==> src/rtl/stream_framer_pkg.sv <==
// stream_framer_pkg: shared sample type, FSM states and buffer sizing for the stream framer.
package stream_framer_pkg;
    typedef logic [31:0] float_24_8;
    typedef enum logic [1:0] {IDLE, RUN, DRAIN} state_t;
    localparam int FLOAT_W    = $bits(float_24_8);
    localparam int FIFO_DEPTH = 2;
endpackage

==> src/rtl/stream_framer_if.sv <==
// stream_framer_if: upstream and downstream valid/ready streams of the framer.
interface stream_framer_if import stream_framer_pkg::*; #(
    parameter int WIDTH = FLOAT_W
);
    logic [WIDTH-1:0] in_data;
    logic             in_vld;
    logic             in_rdy;
    logic [WIDTH-1:0] out_data;
    logic             out_fst;
    logic             out_vld;
    logic             out_rdy;
    modport master (output in_data, in_vld, out_rdy, input in_rdy, out_data, out_fst, out_vld);
    modport slave  (input in_data, in_vld, out_rdy, output in_rdy, out_data, out_fst, out_vld);
endinterface

==> src/rtl/stream_skid_fifo.sv <==
// stream_skid_fifo: two-entry buffer with registered occupancy; head reads as zero when empty.
module stream_skid_fifo #(
    parameter int W = 33
) (
    input  logic         clk,
    input  logic         reset,
    input  logic         flush,
    input  logic         push,
    input  logic         pop,
    input  logic [W-1:0] din,
    output logic [W-1:0] dout,
    output logic [1:0]   count
);
    logic [W-1:0] mem [2];
    logic         wp, rp;

    assign dout = count != '0 ? mem[rp] : '0;

    always_ff @(posedge clk)
        if (push) mem[wp] <= din;

    always_ff @(posedge clk or negedge reset)
        if (!reset) begin
            wp    <= 1'b0;
            rp    <= 1'b0;
            count <= '0;
        end else if (flush) begin
            wp    <= 1'b0;
            rp    <= 1'b0;
            count <= '0;
        end else begin
            wp    <= wp ^ push;
            rp    <= rp ^ pop;
            count <= count + {1'b0, push} - {1'b0, pop};
        end
endmodule

==> src/rtl/stream_framer.sv <==
// stream_framer: cuts an input stream into frames, tagging the first word of each,
// and stops after num_frames frames (0 = run until aborted).
module stream_framer import stream_framer_pkg::*; #(
    parameter int WIDTH = FLOAT_W,
    parameter int DEPTH = FIFO_DEPTH
) (
    input  logic           clk,
    input  logic           reset,
    input  logic           enable,
    input  logic           abort,
    input  logic [15:0]    frame_length,
    input  logic [31:0]    num_frames,
    stream_framer_if.slave s,
    output logic [31:0]    frame_count,
    output logic           load_finish
);
    state_t       state, state_nx;
    logic [15:0]  len, idx;
    logic [31:0]  nfr;
    logic [1:0]   count;
    logic [WIDTH:0] head;
    logic         accept, pop, last_word, last_frame, start;

    // ready depends only on registered state so out_rdy never reaches in_rdy
    assign s.in_rdy    = state == RUN && count < 2'(DEPTH);
    assign accept      = s.in_vld && s.in_rdy;
    assign pop         = s.out_vld && s.out_rdy;
    assign last_word   = idx == len - 16'd1;
    assign last_frame  = accept && last_word && nfr != '0 && frame_count == nfr - 32'd1;
    assign start       = state == IDLE && enable && !abort;
    assign s.out_vld   = count != '0;
    assign {s.out_fst, s.out_data} = head;
    assign load_finish = state == DRAIN && count == '0 && !abort;

    always_comb begin
        state_nx = state;
        if (abort) state_nx = IDLE;
        else if (start) state_nx = RUN;
        else if (state == RUN && last_frame) state_nx = DRAIN;
        else if (load_finish) state_nx = IDLE;
    end

    always_ff @(posedge clk or negedge reset)
        if (!reset) state <= IDLE;
        else state <= state_nx;

    always_ff @(posedge clk or negedge reset)
        if (!reset) begin
            len         <= 16'd1;
            nfr         <= '0;
            idx         <= '0;
            frame_count <= '0;
        end else if (abort) begin
            idx <= '0;
        end else if (start) begin
            len         <= frame_length == '0 ? 16'd1 : frame_length;
            nfr         <= num_frames;
            idx         <= '0;
            frame_count <= '0;
        end else if (accept) begin
            idx <= last_word ? '0 : idx + 16'd1;
            if (last_word && frame_count != '1) frame_count <= frame_count + 32'd1;
        end

    stream_skid_fifo #(.W(WIDTH + 1)) u_fifo (
        .clk   (clk),
        .reset (reset),
        .flush (abort),
        .push  (accept),
        .pop   (pop),
        .din   ({idx == '0, s.in_data}),
        .dout  (head),
        .count (count)
    );
endmodule

==> src/flat_wrapper.sv <==
// flat-port wrapper written by rule: the top's interface ports become plain ports
module stream_framer_flat import stream_framer_pkg::*;
#(
    parameter int WIDTH = FLOAT_W,
    parameter int DEPTH = FIFO_DEPTH
)
  (clk, reset, enable, abort, frame_length, num_frames, frame_count, load_finish, s_in_data, s_in_vld, s_out_rdy, s_in_rdy, s_out_data, s_out_fst, s_out_vld);
  stream_framer_if #(.WIDTH(WIDTH)) s_i ();
  input  logic clk;
  input  logic reset;
  input  logic enable;
  input  logic abort;
  input  logic [15:0] frame_length;
  input  logic [31:0] num_frames;
  output logic [31:0] frame_count;
  output logic load_finish;
  input wire logic [$bits(s_i.in_data)-1:0] s_in_data;
  input wire logic [$bits(s_i.in_vld)-1:0] s_in_vld;
  input wire logic [$bits(s_i.out_rdy)-1:0] s_out_rdy;
  output wire logic [$bits(s_i.in_rdy)-1:0] s_in_rdy;
  output wire logic [$bits(s_i.out_data)-1:0] s_out_data;
  output wire logic [$bits(s_i.out_fst)-1:0] s_out_fst;
  output wire logic [$bits(s_i.out_vld)-1:0] s_out_vld;
  assign s_i.in_data = s_in_data;
  assign s_i.in_vld = s_in_vld;
  assign s_i.out_rdy = s_out_rdy;
  assign s_in_rdy = s_i.in_rdy;
  assign s_out_data = s_i.out_data;
  assign s_out_fst = s_i.out_fst;
  assign s_out_vld = s_i.out_vld;
  stream_framer #(.WIDTH(WIDTH), .DEPTH(DEPTH)) u_core (.clk(clk), .reset(reset), .enable(enable), .abort(abort), .frame_length(frame_length), .num_frames(num_frames), .s(s_i), .frame_count(frame_count), .load_finish(load_finish));
endmodule
==> config.mk <==
export PLATFORM = sky130hd
export DESIGN_NAME = stream_framer_flat
export DESIGN_NICKNAME = d
export VERILOG_FILES = /design/src/rtl/stream_framer_pkg.sv /design/src/rtl/stream_framer_if.sv /design/src/rtl/stream_skid_fifo.sv /design/src/rtl/stream_framer.sv /design/src/flat_wrapper.sv
export SDC_FILE = /design/constraint.sdc
export NUM_CORES = 1
export LEC_CHECK = 0
export BUFFER_PORTS_ARGS = -buffer_cell sky130_fd_sc_hd__buf_2
export CORE_ASPECT_RATIO = 1.25
export CORE_MARGIN = 2
export CORE_UTILIZATION = 57
export CTS_CLUSTER_SIZE = 8
export DETAILED_ROUTE_END_ITERATION = 8
export PLACE_DENSITY = 0.81
export SLEW_MARGIN = 20
export SYNTH_ARGS = -nofsm -noshare
export SYNTH_HDL_FRONTEND = slang
export SYNTH_SLANG_ARGS = --single-unit
export TNS_END_PERCENT = 50
==> constraint.sdc <==
create_clock -name clk -period 4.4 [get_ports clk]
set_input_delay 0.66 -clock clk [delete_from_list [all_inputs] [get_ports clk]]
set_output_delay 0.66 -clock clk [all_outputs]
set_load 0.03 [all_outputs]
# Word level (Yosys, flattened, before mapping)
# Memories as Yosys holds them, arrays and structs flattened.
# Index checks and enable logic that the tools add are counted.
totals:
  reg_bits: 102
  mem_bits_rw: 66
  in_bits: 86
  output_inout_bits: 68
  elab_cells: 67
  n_memories: 1
mem_list:
  columns: ["name", "words", "word_bits", "read_ports", "rd_ports_with_merged_regs", "wr", "line", "source"]
  rows:
  - ["u_core.u_fifo.mem", 2, 33, 1, 0, 1, "stream_skid_fifo.sv:14", "logic [W-1:0] mem [2];"]
classes:
  n_addsub: 6
  n_lt_le_gt_ge: 1
  eq_ne: 5
  muxes: 18
  bitwise_logic: 3
  n_reduce_logical: 25
ops:
  columns: ["cell", "n"]
  rows:
  - ["two-way mux 32 bit", 3]
  - ["two-way mux 16 bit", 5]
  - ["two-way mux 33 bit", 1]
  - ["adder 32 x 1 -> 32 bit (second input constant)", 1]
  - ["equality test 32 bit", 1]
  - ["zero test 16 bit", 2]
  - ["inequality test 32 bit (second input constant)", 1]
  - ["nonzero test 32 bit", 1]
  - ["subtractor 32 x 1 -> 32 bit (second input constant)", 1]
  - ["adder 16 x 1 -> 16 bit (second input constant)", 1]
  - ["equality test 16 bit", 1]
  - ["subtractor 16 x 1 -> 16 bit (second input constant)", 1]
  - ["logical AND 1 bit", 12]
  - ["two-way mux 2 bit", 5]
  - ["nonzero test 2 bit", 3]
  - ["zero test 2 bit", 2]
  - ["two-way mux 1 bit", 4]
  - ["nonzero test 4 bit", 1]
  - ["AND reduction 3 bit", 1]
  - ["nonzero test 3 bit", 1]
  - ["adder 2 x 1 -> 2 bit", 1]
  - ["equality test 2 x 1 -> 1 bit (second input constant)", 1]
  - ["equality test 2 bit (second input constant)", 1]
  - ["less-than comparator 2 bit (second input constant)", 1]
  - ["5 further kinds", 6]

# Longest topological paths before layout
logic_depth:
  depth_word: 10
  ltp_mapped: 12

# Hierarchy
# From an unflattened synthesis, not the netlist that was laid out.
unflattened:
  cells_unflattened: 923
  area_unflattened_um2: 9044.9
by_module_without_submodules:
  columns: ["mod", "n_inst", "cells_each", "area_per_inst_um2", "seq_area_each_um2"]
  rows:
  - ["stream_framer", 1, 766, 6303.5, 2453.6]
  - ["stream_skid_fifo", 1, 157, 2741.4, 2082.0]

# Worst setup path after synthesis
# OpenSTA, ideal clock, no wires.
synth_path:
  path_kind: "flip-flop to flip-flop"
  start: "register u_core.len[0]"
  end: "register u_core.frame_count[25]"
  t_arrival_ns: 3.085
  required_time_ns: 4.322
  setup_slack_ns: 1.237
  path_stages_with_launch: 12
  path_buffers: 1
  period_less_slack_ns: 3.163
  path_cell_list: "dfstp_2 inv_1 ha_1 xor2_1 nand2_1 or4_1 or4_4 nor4_4 nand2_2 buf_6 or3_1 a21oi_1"
synth_between:
  elab_chain_cells: 5
synth_lines:
  columns: ["element", "line", "source"]
  rows:
  - ["start: declaration", "stream_framer.sv:18", "logic [15:0] len, idx;"]
  - ["start signal: assignment", "stream_framer.sv:56", "len <= frame_length == '0 ? 16'd1 : frame_length;"]
  - ["subtractor 16 x 1 -> 16 bit", "stream_framer.sv:28", "assign last_word = idx == len - 16'd1;"]
  - ["equality test 16 bit", "stream_framer.sv:28", null]
  - ["logical AND 1 bit", "stream_framer.sv:62", "if (last_word && frame_count != '1) frame_count <= frame_count + 32'd1;"]
  - ["nonzero test 2 bit (no source line)", null, null]
  - ["AND reduction 3 bit (no source line)", null, null]
  - ["end signal: assignment", "stream_framer.sv:62", null]
  - ["end: declaration", "stream_framer.sv:14", "output logic [31:0] frame_count,"]
# Every way passes these cells.
# A chain may end at the register's enable or synchronous reset.

# Final worst setup path
layout_path:
  start: "register u_core.len[1]"
  end: "register u_core.frame_count[20]"
# Same word-level chain as after synthesis.

==> impl_results.rst <==
.. list-table::
   :header-rows: 1

   * - Metric
     - Value
   * - Result of the run
     - finished clean
   * - Full die area
     - 17000 um^2
   * - Die height
     - 145 um
   * - Initial Util
     - 58.3%
   * - Routed wire per std cell
     - 16.9 um
   * - Cell type with the highest aggregate area in the netlist
     - sky130_fd_sc_hd__dfrtp_1
   * - Leakage component of the power
     - 4.54 nW
   * - Core Region
     - 15600 um^2
   * - Global placement routability congestion
     - 0.919
   * - Starting DRC count in detailed routing
     - 569
   * - Largest family of logic cells by synthesized area
     - simple AND/OR/NAND/NOR gates
   * - Number of global-route vias before repair
     - 7058
   * - Max frequency
     - 276 MHz
   * - Gate count after technology mapping
     - 938
   * - Arrival @ worst endpoint
     - 3.98 ns
   * - Total standard cell area after synthesis
     - 9080 um^2
   * - Share of synthesized area spent on multiplexers
     - 4.33%
   * - Buffer type at the clock tree root
     - sky130_fd_sc_hd__clkbuf_16
   * - Ratio of routed vias to standard cells
     - 5.83
   * - Overflow left after global routing
     - 0
   * - Final HPWL DP
     - 15600 um
   * - CTS tree
     - done
   * - DRT antenna net count
     - 0
   * - Global-route wire length before repair
     - 34700 um
   * - Share of layout cells above drive strength 1
     - 20.2%
   * - Core Rows
     - 51
   * - Nets in the synthesized netlist
     - 1034
   * - Post-synthesis share of cell area spent on xor and xnor gates
     - 7.14%
   * - Total iterations of the first detailed-routing run
     - 5
   * - Count of placed standard cells including taps
     - 1258
   * - Power per standard cell area
     - 417 nW/um^2
   * - Sort of element at the end of the critical path
     - flop
   * - Unrepaired setup endpoints after global routing
     - false
   * - Die X-Extent
     - 117 um
   * - Register bit total from synthesis
     - 168
   * - Hold buffers post-CTS
     - 0
   * - Largest cells by area after synthesis
     - sky130_fd_sc_hd__dfrtp_1 (28%), sky130_fd_sc_hd__edfxtp_1 (22%), sky130_fd_sc_hd__nand2_1 (6.8%)
   * - Post-route minimum period
     - 3.62 ns
   * - Average size of a mapped cell
     - 9.68 um^2
   * - Global-route total usage across every layer
     - 26.1%
   * - Max cap viols
     - 0
   * - Maximum fanout count along the critical path
     - 25
   * - Maximum number of pins on one net before global-route repair
     - 81
   * - Clock slew at the register clock pins of the worst setup and hold paths
     - 0.07 ns
   * - Relative slew margins
     - 32.8%
   * - Path type of the worst setup path
     - reg2reg
   * - Post-CTS setup buffers
     - 0
   * - Share of synthesized cell area in full adder, half adder and majority cells
     - 1.38%
   * - Number of flops mapped to enable cells by yosys
     - 66
   * - Antenna violations before repair
     - 2
   * - P&R area growth vs syn
     - 16.0%
   * - Number of slew-limit violations in the final report
     - 0
   * - Worst setup skew after layout
     - 0.00714 ns
   * - Area share of the largest cell type after synthesis
     - 27.8%
   * - Crit path launch type
     - flop
   * - Yosys warns
     - 0
   * - Post-synthesis compound-gate area fraction
     - 8.67%
   * - Net total in the final layout
     - 1161
   * - Number of buffers inserted by port buffering
     - 153
   * - Maximum resistive drop on vdd
     - 0.291 mV
   * - CTS Sinks
     - 168
   * - Total Routed Length
     - 21900 um
   * - Number of hold violations in the final report
     - 0
   * - Final period utilization
     - 82.2%
   * - Count of cell types in the netlist
     - 70
   * - Fraction of registers with async set/reset
     - 60.7%
   * - Proportion of synthesized chip area in sequential cells
     - 50.0%
   * - Design Power
     - 4.39 mW
   * - Top post-synthesis cells by count
     - sky130_fd_sc_hd__nand2_1 (164), sky130_fd_sc_hd__dfrtp_1 (101), sky130_fd_sc_hd__nor2_1 (72), sky130_fd_sc_hd__edfxtp_1 (66), sky130_fd_sc_hd__xnor2_1 (46)
   * - Setup TNS
     - 0 ns
   * - Layout Cells excl Fill
     - 1292
   * - CTS max path bufs
     - 2
   * - TritonCTS buffer count
     - 17
   * - Most repeated cell in the gate-level netlist after synthesis
     - sky130_fd_sc_hd__nand2_1
   * - Main flop type after synthesis
     - sky130_fd_sc_hd__dfrtp_1
   * - H-tree levels
     - 4
   * - Remaining design rule violation count
     - 0
   * - Worst-skew pair later-pin latency
     - 0.44 ns
   * - Worst Tran Pin Value
     - 1.01 ns
   * - Top-level I/O count
     - 154
   * - # resized after CTS
     - 0
   * - Worst Hold Class
     - in2async
   * - Required time reported for the critical path endpoint
     - 4.77 ns
   * - Total number of vias
     - 7533
   * - Setup-violating endpoint count in the final report
     - 0
   * - Post-synthesis share of cell area spent on and, or, nand and nor gates
     - 25.2%
worst max-delay path, cell delays in order (launching register included):
cell,delay [ns]
sky130_fd_sc_hd__dfrtp_1,0.41
sky130_fd_sc_hd__inv_1,0.08
sky130_fd_sc_hd__ha_1,0.21
sky130_fd_sc_hd__or4b_4,0.50
sky130_fd_sc_hd__or4_4,0.53
sky130_fd_sc_hd__nor4_2,0.30
sky130_fd_sc_hd__a211oi_2,0.11
sky130_fd_sc_hd__nor4_4,0.35
sky130_fd_sc_hd__nand3_2,0.38
sky130_fd_sc_hd__or4_1,0.53
sky130_fd_sc_hd__a21oi_1,0.15
area by class of cell:
type,count,area (um^2)
clock inverters,15,138
inverters,19,71.3
fillers,1245,5030
clock buffers,17,425
well taps,212,265
repair buffers,163,847
diodes,2,5.00
flip-flops and latches,168,4540
multi-input cells,696,4250
report_power, final:
| group | total [mW] | switching [mW] | internal (mW) |
|---|---|---|---|
| Clock | 1.41 | 0.669 | 0.745 |
| Sequential | 1.96 | 0.213 | 1.75 |
| Combinational | 1.02 | 0.612 | 0.404 |
| Total | 4.39 | 1.49 | 2.90 |
stage by stage:
step	hold slack (ns)	setup slack (ns)	instance area, um^2	utilization (%)
finish	0.267	0.782	10500	67.7
global route	0.342	0.384	10500	67.7
CTS	0.398	0.763	10500	67.6
detailed placement	0.489	0.772	9960	64.0
global placement	0.488	0.873	9960	64.0
floorplan	0.364	1.24	9080	-
cells by family after synthesis:
group / Yosys count
AO/OA/AOI/OAI: 127
adder cells (fa/ha/maj): 10
XOR/XNOR: 74
buffers and inverters: 74
multiplexers: 39
AND/OR/NAND/NOR: 446
flip-flops: 168
state kept, by name (all words and copies together), names as in the netlist:
register and cells:
u_core.u_fifo.mem 66, u_core.u_fifo.count 2, u_core.u_fifo.wp 1, u_core.frame_count 32
u_core.len 16, u_core.nfr 32, u_core.state 2, u_core.idx 16
u_core.u_fifo.rp 1
layout by cell type, fill, tap and decap left out, types with 23 or more instances in the layout:
| cell | synthesis | final |
|---|---|---|
| sky130_fd_sc_hd__dfrtp_1 | 101 | 100 |
| sky130_fd_sc_hd__nand2_1 | 164 | 164 |
| sky130_fd_sc_hd__edfxtp_1 | 66 | 66 |
| sky130_fd_sc_hd__o21ai_0 | 34 | 34 |
| sky130_fd_sc_hd__nor4_1 | 23 | 23 |
| sky130_fd_sc_hd__xor2_1 | 28 | 28 |
| sky130_fd_sc_hd__buf_2 | 5 | 152 |
| sky130_fd_sc_hd__xnor2_1 | 46 | 46 |
| sky130_fd_sc_hd__a21oi_1 | 37 | 37 |
| sky130_fd_sc_hd__mux2i_1 | 37 | 37 |
| sky130_fd_sc_hd__nor2_1 | 72 | 71 |
| sky130_fd_sc_hd__nand3_1 | 29 | 29 |
| sky130_fd_sc_hd__or3_1 | 32 | 32 |
routing by layer:
layer  vias up  global-route usage [%]  wire length, um
li1       3630                       -                -
met2       243                    44.6            11300
met1      3602                    31.9             8650
met3        58                    4.09             1130
met4         0                    12.5              750
met5         -                       0                0
worst paths after layout:
kind | cells after the start | endpoint | start | slack (ns)
min in group clk | 1 | u_core.u_fifo.mem[1][4]$_DFFE_PP_ | s_in_data[4] | 0.41
setup / recovery | 10 | u_core.frame_count[20]$_DFFE_PN0P_ | u_core.len[1]$_DFFE_PN0P_ | 0.78
hold / removal | 1 | u_core.nfr[5]$_DFFE_PN0P_ | reset | 0.27
hold reg to reg | 2 | u_core.len[15]$_DFFE_PN0P_ | u_core.len[15]$_DFFE_PN0P_ | 0.50
setup reg to reg | 10 | u_core.frame_count[20]$_DFFE_PN0P_ | u_core.len[1]$_DFFE_PN0P_ | 0.78
max in group asynchronous | 2 | u_core.len[0]$_DFFE_PN1P_ | reset | 3.26
Note: power is estimated with default switching activity, not from simulation.
